## src/rtl/regfile_wb_arbiter.sv

```systemverilog
// Round-robin arbiter sharing one register-file write port between the ALU (req0)
// and the load unit (req1); the winning write is registered onto the port one cycle later.
module regfile_wb_arbiter #(
    parameter int unsigned DATA_W = 32,
    parameter int unsigned ADDR_W = 5
) (
    input  logic              clk,
    input  logic              rst,
    input  logic              flush,
    input  logic              req0_valid,
    input  logic [ADDR_W-1:0] req0_rd,
    input  logic [DATA_W-1:0] req0_din,
    output logic              req0_ready,
    input  logic              req1_valid,
    input  logic [ADDR_W-1:0] req1_rd,
    input  logic [DATA_W-1:0] req1_din,
    output logic              req1_ready,
    output logic              wen,
    output logic [ADDR_W-1:0] rd,
    output logic [DATA_W-1:0] din,
    output logic              wb_src,
    output logic              starve
);

    logic              last_grant_q, last_grant_d;
    logic [2:0]        wait0_q, wait0_d, wait1_q, wait1_d;
    logic              wen_q, src_q, starve_q;
    logic [ADDR_W-1:0] rd_q;
    logic [DATA_W-1:0] din_q;

    logic              grant0, grant1, accept, sel;
    logic [ADDR_W-1:0] sel_rd;
    logic [DATA_W-1:0] sel_din;

    always_comb begin
        grant0       = 1'b0;
        grant1       = 1'b0;
        accept       = 1'b0;
        sel          = 1'b0;
        sel_rd       = req0_rd;
        sel_din      = req0_din;
        last_grant_d = last_grant_q;
        wait0_d      = 3'd0;
        wait1_d      = 3'd0;

        // On contention the requester that did not win last time gets the port.
        if (!rst && !flush) begin
            grant0 = req0_valid && (!req1_valid || last_grant_q);
            grant1 = req1_valid && (!req0_valid || !last_grant_q);
        end

        accept = grant0 || grant1;
        sel    = grant1;
        if (sel) begin
            sel_rd  = req1_rd;
            sel_din = req1_din;
        end
        if (accept) begin
            last_grant_d = sel;
        end

        if (!flush && req0_valid && !grant0) begin
            wait0_d = (wait0_q == 3'd7) ? 3'd7 : wait0_q + 3'd1;
        end
        if (!flush && req1_valid && !grant1) begin
            wait1_d = (wait1_q == 3'd7) ? 3'd7 : wait1_q + 3'd1;
        end
    end

    always_ff @(posedge clk or posedge rst) begin
        if (rst) begin
            last_grant_q <= 1'b1;
            wait0_q      <= 3'd0;
            wait1_q      <= 3'd0;
            wen_q        <= 1'b0;
            src_q        <= 1'b0;
            starve_q     <= 1'b0;
            rd_q         <= '0;
            din_q        <= '0;
        end else begin
            last_grant_q <= last_grant_d;
            wait0_q      <= wait0_d;
            wait1_q      <= wait1_d;
            starve_q     <= (wait0_d >= 3'd4) || (wait1_d >= 3'd4);
            // Writes to x0 are still accepted and presented, but never enabled.
            wen_q        <= accept && (sel_rd != '0);
            if (accept) begin
                src_q <= sel;
                rd_q  <= sel_rd;
                din_q <= sel_din;
            end
        end
    end

    assign req0_ready = grant0;
    assign req1_ready = grant1;
    assign wen        = wen_q;
    assign rd         = rd_q;
    assign din        = din_q;
    assign wb_src     = src_q;
    assign starve     = starve_q;

endmodule

```

## config.mk

```make
export PLATFORM = sky130hd
export DESIGN_NAME = regfile_wb_arbiter
export DESIGN_NICKNAME = d
export VERILOG_FILES = /design/src/rtl/regfile_wb_arbiter.sv
export SDC_FILE = /design/constraint.sdc
export NUM_CORES = 1
export LEC_CHECK = 0
export ABC_CLOCK_PERIOD_IN_PS = 1900
export BUFFER_PORTS_ARGS = -buffer_cell sky130_fd_sc_hd__buf_4
export CORE_ASPECT_RATIO = 0.5
export CORE_MARGIN = 10
export CORE_UTILIZATION = 45
export CTS_BUF_LIST = sky130_fd_sc_hd__clkbuf_8 sky130_fd_sc_hd__clkbuf_16
export CTS_CLUSTER_SIZE = 8
export DETAILED_ROUTE_END_ITERATION = 7
export PLACE_DENSITY = 0.8
export SYNTH_ARGS = -nofsm -noshare
export SYNTH_HDL_FRONTEND = slang
export SYNTH_SLANG_ARGS = --single-unit
```

## constraint.sdc

```tcl
create_clock -name clk -period 1.9 [get_ports clk]
set_clock_uncertainty 0.05 [all_clocks]
set_input_delay 0.19 -clock clk [delete_from_list [all_inputs] [get_ports clk]]
set_output_delay 0.19 -clock clk [all_outputs]
set_load 0.01 [all_outputs]
```

==> results of run 1 <==
==> flip-flops by register name, summed over array words and instances, names as in the netlist <==
register and cells:
wb_src 1, wait0_q 3, wen 1, wait1_q 3, last_grant_q 1, rd 5
din 32, starve 1
==> timing repair <==
| action | in CTS | in global routing |
|---|---|---|
| hold buffers | 1 | 0 |
| endpoints found under the hold margin | 8 | 0 |
| resized for setup | 0 | 1 |
| setup endpoints to repair | 0 | 1 |
==> worst max-delay path by stage <==
stage | start | to
after floorplan | last_grant_q | din[0]
after global placement | last_grant_q | din[20]
after detailed placement | last_grant_q | din[12]
after CTS | last_grant_q | req1_ready
after global routing | last_grant_q | req0_ready
final | last_grant_q | req0_ready
==> Yosys cell counts, drive strengths merged <==
cell type / instances
o31ai: 1
a21oi: 4
nor3b: 1
nand3: 37
ha: 2
dfstp: 1
o22ai: 2
o21ai: 39
clkbuf: 15
and2: 1
nor3: 37
inv: 3
or3b: 2
or2: 1
a31oi: 37
dfrtp: 46
or4: 2
buf: 13
nand2: 4
nor2: 8
nand2b: 1
a21o: 1
nor2b: 3
==> stage by stage <==
step	total power, mW	area [um^2]	hold slack [ns]	util (%)	setup WS [ns]
after detailed placement	2.45	3280	0.114	66.3	0.167
final	3.15	3400	0.0347	68.7	0.108
after floorplan	1.82	2310	0.203	-	0.413
after global routing	3.31	3400	0.0389	68.7	0.0147
after global placement	2.41	3280	0.107	66.3	0.257
after CTS	3.15	3400	0.0359	68.6	0.000391
==> routing by layer <==
layer	vias to the layer above	global-route usage (%)	routed length, um
li1	1189	-	-
met1	1266	21.3	3200
met2	124	32.9	4460
met3	17	3.96	549
met4	0	3.81	112
met5	-	0	0
==> worst max-delay path, cell delays in order (launching register included) <==
cell and delay [ns]:
dfstp_2 0.56, nand2b_1 0.13, buf_4 0.24, nand2_1 0.13, inv_1 0.08, buf_4 0.12
==> power by group <==
part | switching, mW | internal [mW]
combinational | 0.543 | 0.535
sequential | 0.127 | 1.22
clock | 0.339 | 0.384
==> area by class of cell <==
class	count	area, um^2	area share (%)
Sequential cell	47	1180	34.6
Timing Repair Buffer	132	1020	29.9
Clock inverter	3	37.5	1.10
Inverter	3	11.3	0.331
Clock buffer	5	68.8	2.02
Tap cell	70	87.6	2.57
Multi-Input combinational cell	183	1000	29.4
==> cell families after synthesis <==
| family | Yosys count |
|---|---|
| and+or+nand+nor | 97 |
| buffers and inverters | 31 |
| AOI/OAI and AO/OA | 84 |
| DFF | 47 |
| adders and majority gates | 2 |
==> impl_metrics.xml, run 1 <==
<?xml version="1.0" encoding="UTF-8"?>
<metrics>
  <group name="synthesis">
    <metric name="netlist_area" unit="um^2">2310</metric>
    <metric name="mappedNetlistNets" unit="">342</metric>
    <metric name="synth_xor_xnor_area_share" unit="%">0</metric>
    <metric name="yosysWarningCount" unit="">0</metric>
    <metric name="seq_area_frac_synth" unit="%">50.9</metric>
    <metric name="synth_top_family_by_area" unit="">simple AND/OR/NAND/NOR gates</metric>
    <metric name="synth-seq-cells" unit="">47</metric>
    <metric name="synthAdderAreaFrac" unit="%">1.08</metric>
    <metric name="ys_types" unit="">26</metric>
    <metric name="proportion_of_netlist_area_held_by_the_largest_area_contributor" unit="%">49.8</metric>
    <metric name="synth_simple_gate_area_share" unit="%">21.3</metric>
    <metric name="synth_mux_area_share" unit="%">0</metric>
    <metric name="syn-instance-count" unit="">261</metric>
    <metric name="synth_compound_gate_area_share" unit="%">20.5</metric>
    <metric name="post-synth-top-area-cell" unit="">dfrtp_1</metric>
    <metric name="yosys-top-cells-area" unit="">dfrtp_1, a31oi_1, nand3_1</metric>
    <metric name="synth_area_per_cell" unit="um^2">8.86</metric>
  </group>
  <group name="cells_and_area">
    <metric name="final_cell_mix" unit="">buf_4, dfrtp_1, nand3_1, nor3_1, a31oi_1</metric>
    <metric name="final_layout_size_suffix_gt1_share" unit="%">38.1</metric>
    <metric name="layout.nets" unit="">453</metric>
    <metric name="final-instance-count-excl-fill" unit="">443</metric>
    <metric name="mostFrequentLayoutCell" unit="">buf_4</metric>
    <metric name="n_antenna_cell" unit="">0</metric>
    <metric name="area.growth.synth_to_final" unit="%">47.1</metric>
    <metric name="fillers" unit="">425</metric>
  </group>
  <group name="job">
    <metric name="drv.max_cap_violation_count" unit="">0</metric>
  </group>
  <group name="clocking">
    <metric name="cts-buffers-inserted" unit="">5</metric>
    <metric name="htree_num_levels" unit="">2</metric>
    <metric name="clkSlewWorstSetupHoldPaths" unit="ns">0.09</metric>
    <metric name="ctsRootBufferMaster" unit="">clkbuf_8</metric>
    <metric name="cts_tree" unit="">yes</metric>
    <metric name="postCtsSetupRepairBufs" unit="">0</metric>
    <metric name="clock_sinks" unit="">47</metric>
    <metric name="clock_latency" unit="ns">0.30</metric>
    <metric name="clock_tree.buffer_depth" unit="">2</metric>
  </group>
  <group name="sta">
    <metric name="grt_setup_unrepaired" unit="">false</metric>
    <metric name="tightest_slew" unit="ns">0.724</metric>
    <metric name="relSlewSlack" unit="%">51.5</metric>
    <metric name="final.period_utilization" unit="%">94.3</metric>
    <metric name="setup_viol" unit="">0</metric>
    <metric name="maxClockFrequency" unit="MHz">558</metric>
    <metric name="final-hold-violation-count" unit="">0</metric>
    <metric name="timing.final.max_slew_violations" unit="">0</metric>
    <metric name="timing.setup.tns" unit="ns">0</metric>
    <metric name="period_needed" unit="ns">1.79</metric>
  </group>
  <group name="floorplanning">
    <metric name="boundaryPins" unit="">121</metric>
    <metric name="placeable_core_area" unit="um^2">4950</metric>
    <metric name="die-height" unit="um">70.7</metric>
    <metric name="die_w" unit="um">121</metric>
    <metric name="dieArea" unit="um^2">8580</metric>
    <metric name="floorplan.rows" unit="">18</metric>
    <metric name="floorplan.initialDensity" unit="%">46.7</metric>
  </group>
  <group name="routing">
    <metric name="drcViolationCount" unit="">0</metric>
    <metric name="drt-total-wl" unit="um">8320</metric>
    <metric name="final_antenna_net_count" unit="">0</metric>
    <metric name="routed_via_density" unit="">5.86</metric>
    <metric name="routed_wire_length_per_instance" unit="um">18.8</metric>
    <metric name="vias" unit="">2596</metric>
    <metric name="drt_iter0_markers" unit="">361</metric>
    <metric name="drt_first_pass_iters" unit="">5</metric>
  </group>
  <group name="outcome">
    <metric name="result_of_the_run" unit="">complete, no violations</metric>
  </group>
  <group name="setup_path">
    <metric name="crit_arrival" unit="ns">1.55</metric>
    <metric name="critical_path_class" unit="">flip-flop to output port</metric>
    <metric name="timing.rr.start" unit="">last_grant_q</metric>
    <metric name="critical_path.max_fanout" unit="">19</metric>
    <metric name="crit_path_end_kind" unit="">output port</metric>
    <metric name="ff_to_ff_end" unit="">din[11]</metric>
    <metric name="cp.required" unit="ns">1.66</metric>
    <metric name="path_depth_of_the_worst_reg2reg_path" unit="">4</metric>
    <metric name="rrSetupSlack" unit="ns">0.14</metric>
    <metric name="critPathLaunchType" unit="">flip-flop</metric>
  </group>
  <group name="min_path">
    <metric name="timing.hold.worst.class" unit="">primary input to flip-flop</metric>
    <metric name="start_point_of_the_worst_min_delay_path" unit="">flush</metric>
    <metric name="hold_end" unit="">last_grant_q</metric>
    <metric name="hold_path_depth" unit="">2</metric>
  </group>
  <group name="global_route">
    <metric name="gr_util_all_layers" unit="%">18.1</metric>
    <metric name="grt_max_degree" unit="">40</metric>
    <metric name="grt_pass1_wl" unit="um">13100</metric>
    <metric name="vias_in_the_first_global_route" unit="">2596</metric>
    <metric name="grt_overflow_total" unit="">0</metric>
    <metric name="grt_antenna_before_repair" unit="">0</metric>
  </group>
  <group name="power_and_ir_drop">
    <metric name="power-per-cell-area" unit="nW/um^2">925</metric>
    <metric name="power_leakage" unit="nW">1.53</metric>
    <metric name="max-vdd-ir-drop" unit="mV">0.494</metric>
  </group>
  <group name="place">
    <metric name="dp_hpwl" unit="um">6020</metric>
    <metric name="count_of_buffers_inserted_at_the_top_level_ports" unit="">120</metric>
    <metric name="gp_routability_congestion" unit="">0.804</metric>
    <metric name="post-place-cells" unit="">434</metric>
  </group>
</metrics>
Note: power is estimated with default switching activity, not from simulation.
==> run 2: changes to the inputs <==
- ABC_CLOCK_PERIOD_IN_PS: 1900 -> 1930
- clock period: 1.9 -> 1.93 ns (I/O delays scaled with it)
==> impl_metrics.xml, run 2 (synthesized netlist as in run 1, its figures left out) <==
<?xml version="1.0" encoding="UTF-8"?>
<metrics>
  <group name="cells_and_area">
    <metric name="layout.nets" unit="">454</metric>
    <metric name="final_layout_size_suffix_gt1_share" unit="%">38.5</metric>
    <metric name="final_area" unit="um^2">3390</metric>
    <metric name="final_cell_mix" unit="">buf_4, dfrtp_1, nand3_1, nor3_1, a31oi_1</metric>
    <metric name="area.growth.synth_to_final" unit="%">46.5</metric>
    <metric name="mostFrequentLayoutCell" unit="">buf_4</metric>
    <metric name="n_antenna_cell" unit="">0</metric>
    <metric name="largest_register_ff_count" unit="">32</metric>
    <metric name="final_util" unit="%">68.4</metric>
  </group>
  <group name="sta">
    <metric name="timing.setup.tns" unit="ns">0</metric>
    <metric name="final.period_utilization" unit="%">92.9</metric>
    <metric name="timing.final.max_slew_violations" unit="">0</metric>
    <metric name="maxClockFrequency" unit="MHz">558</metric>
    <metric name="grt_setup_unrepaired" unit="">false</metric>
    <metric name="tightest_slew" unit="ns">0.508</metric>
    <metric name="relSlewSlack" unit="%">65.7</metric>
    <metric name="final-hold-violation-count" unit="">0</metric>
    <metric name="period_needed" unit="ns">1.79</metric>
    <metric name="setup_viol" unit="">0</metric>
  </group>
  <group name="setup_path">
    <metric name="crit_path_end_kind" unit="">output port</metric>
    <metric name="critical_path_class" unit="">flip-flop to output port</metric>
    <metric name="worst_path_largest_cell_delay" unit="ns">0.56</metric>
    <metric name="cpMaxStageDelayCell" unit="">dfstp_2</metric>
    <metric name="critPathLaunchType" unit="">flip-flop</metric>
    <metric name="cp.required" unit="ns">1.69</metric>
    <metric name="path_common_cell" unit="">buf_4</metric>
    <metric name="cpLargestDelayFamily" unit="">flip-flops</metric>
    <metric name="timing.critical_path.cells" unit="">nand2b_1 -&gt; buf_4 -&gt; nand2_1 -&gt; inv_1 -&gt; buf_4</metric>
    <metric name="critical_path.max_fanout" unit="">19</metric>
    <metric name="path_buf_inv" unit="">3</metric>
    <metric name="crit_arrival" unit="ns">1.55</metric>
  </group>
  <group name="clocking">
    <metric name="htree_num_levels" unit="">2</metric>
    <metric name="cts-buffers-inserted" unit="">5</metric>
    <metric name="cts_tree" unit="">yes</metric>
    <metric name="clock_latency" unit="ns">0.30</metric>
    <metric name="clkSlewWorstSetupHoldPaths" unit="ns">0.09</metric>
    <metric name="clock_tree.buffer_depth" unit="">2</metric>
    <metric name="ctsRootBufferMaster" unit="">clkbuf_8</metric>
    <metric name="clock_sinks" unit="">47</metric>
  </group>
  <group name="floorplanning">
    <metric name="boundaryPins" unit="">121</metric>
    <metric name="die_w" unit="um">121</metric>
    <metric name="floorplan.initialDensity" unit="%">46.7</metric>
    <metric name="placeable_core_area" unit="um^2">4950</metric>
    <metric name="dieArea" unit="um^2">8580</metric>
    <metric name="floorplan.rows" unit="">18</metric>
    <metric name="die-height" unit="um">70.7</metric>
  </group>
  <group name="routing">
    <metric name="routed_via_density" unit="">5.71</metric>
    <metric name="drt_iter0_markers" unit="">234</metric>
    <metric name="drt-total-wl" unit="um">8290</metric>
    <metric name="vias" unit="">2535</metric>
    <metric name="routed_wire_length_per_instance" unit="um">18.7</metric>
    <metric name="final_antenna_net_count" unit="">0</metric>
    <metric name="drcViolationCount" unit="">0</metric>
    <metric name="drt_first_pass_iters" unit="">5</metric>
  </group>
  <group name="outcome">
    <metric name="result_of_the_run" unit="">complete, no violations</metric>
  </group>
  <group name="power_and_ir_drop">
    <metric name="power_leakage" unit="nW">1.53</metric>
    <metric name="p_comb_share" unit="%">35.8</metric>
    <metric name="power-per-cell-area" unit="nW/um^2">883</metric>
    <metric name="max-vdd-ir-drop" unit="mV">0.374</metric>
    <metric name="power.net_switching" unit="mW">1.01</metric>
    <metric name="internal-power" unit="mW">1.99</metric>
    <metric name="switching_share" unit="%">33.6</metric>
    <metric name="p_seq_share" unit="%">43.9</metric>
    <metric name="clockPowerShare" unit="%">20.3</metric>
  </group>
  <group name="global_route">
    <metric name="vias_in_the_first_global_route" unit="">2540</metric>
    <metric name="grt_pass1_wl" unit="um">13000</metric>
    <metric name="grt_max_degree" unit="">40</metric>
    <metric name="gr_util_all_layers" unit="%">18.3</metric>
    <metric name="grt_overflow_total" unit="">0</metric>
    <metric name="grt_antenna_before_repair" unit="">0</metric>
  </group>
  <group name="place">
    <metric name="count_of_buffers_inserted_at_the_top_level_ports" unit="">120</metric>
    <metric name="place_area" unit="um^2">3290</metric>
    <metric name="dp_hpwl" unit="um">6040</metric>
    <metric name="gp_routability_congestion" unit="">0.784</metric>
  </group>
  <group name="job">
    <metric name="drv.max_cap_violation_count" unit="">0</metric>
  </group>
  <group name="min_path">
    <metric name="timing.hold.worst.class" unit="">primary input to flip-flop</metric>
  </group>
</metrics>
==> run 2: cell count changes in the layout (fill, tap and decap cells not counted), sizes merged <==
| cell | before | now |
|---|---|---|
| buf | 131 | 132 |
| bufinv | 1 | 0 |
| clkinv | 0 | 2 |
| inv | 5 | 4 |
==> run 2: per-stage QoR <==
step | cells | total power, mW | setup WS [ns] | hold WS [ns]
floorplan | 261 | 1.79 | 0.443 | 0.206
global placement | 435 | 2.38 | 0.469 | 0.112
detailed placement | 435 | 2.41 | 0.423 | 0.117
CTS | 444 | 3.01 | 0.133 | 0.0176
global route | 444 | 3.16 | 0.0443 | 0.0187
finish | 444 | 2.99 | 0.137 | 0.0290
==> run 2: layout make-up <==
type	instances	area, um^2
tap	70	87.6
multi-input combinational	183	1000
fill	410	1570
inverter	3	11.3
sequential	47	1180
clock inverter	3	18.8
timing repair buffer	133	1030
clock buffer	5	68.8
==> run 2: timing repair <==
action                     CTS  global route
setup endpoints to repair    0             0
hold endpoints to repair     8             0
setup buffers                0             0
hold buffers                 1             0
gates resized for setup      0             0
==> run 2: final timing paths <==
check                           cells after the start      endpoint  slack (ns)          from
worst max-delay path                                5    req0_ready        0.14  last_grant_q
worst min-delay path                                2  last_grant_q        0.03         flush
worst max register to register                      4        starve        0.40  last_grant_q
worst min register to register                      1    wait1_q[0]        0.42    wait1_q[0]
max in group asynchronous                           4  last_grant_q        0.93           rst
min in group asynchronous                           3           wen        0.37           rst
==> run 2: power by group through the flow <==
stage | Combinational, mW | Sequential, mW | Clock [mW]
final | 1.07 | 1.32 | 0.607
after global routing | 1.15 | 1.35 | 0.664
after CTS | 1.08 | 1.31 | 0.620
after detailed placement | 1.08 | 1.33 | 0
after global placement | 1.05 | 1.33 | 0
after floorplan | 0.375 | 1.42 | 0
==> run 2: routing by layer <==
metal  global-route usage [%]  part of all wire [%]  vias up
met5                        0                     0        -
met4                     4.86                   1.5        0
met3                     4.12                   5.7       11
met2                     33.3                    54      106
met1                     21.2                    39     1225
li1                         -                     -     1193
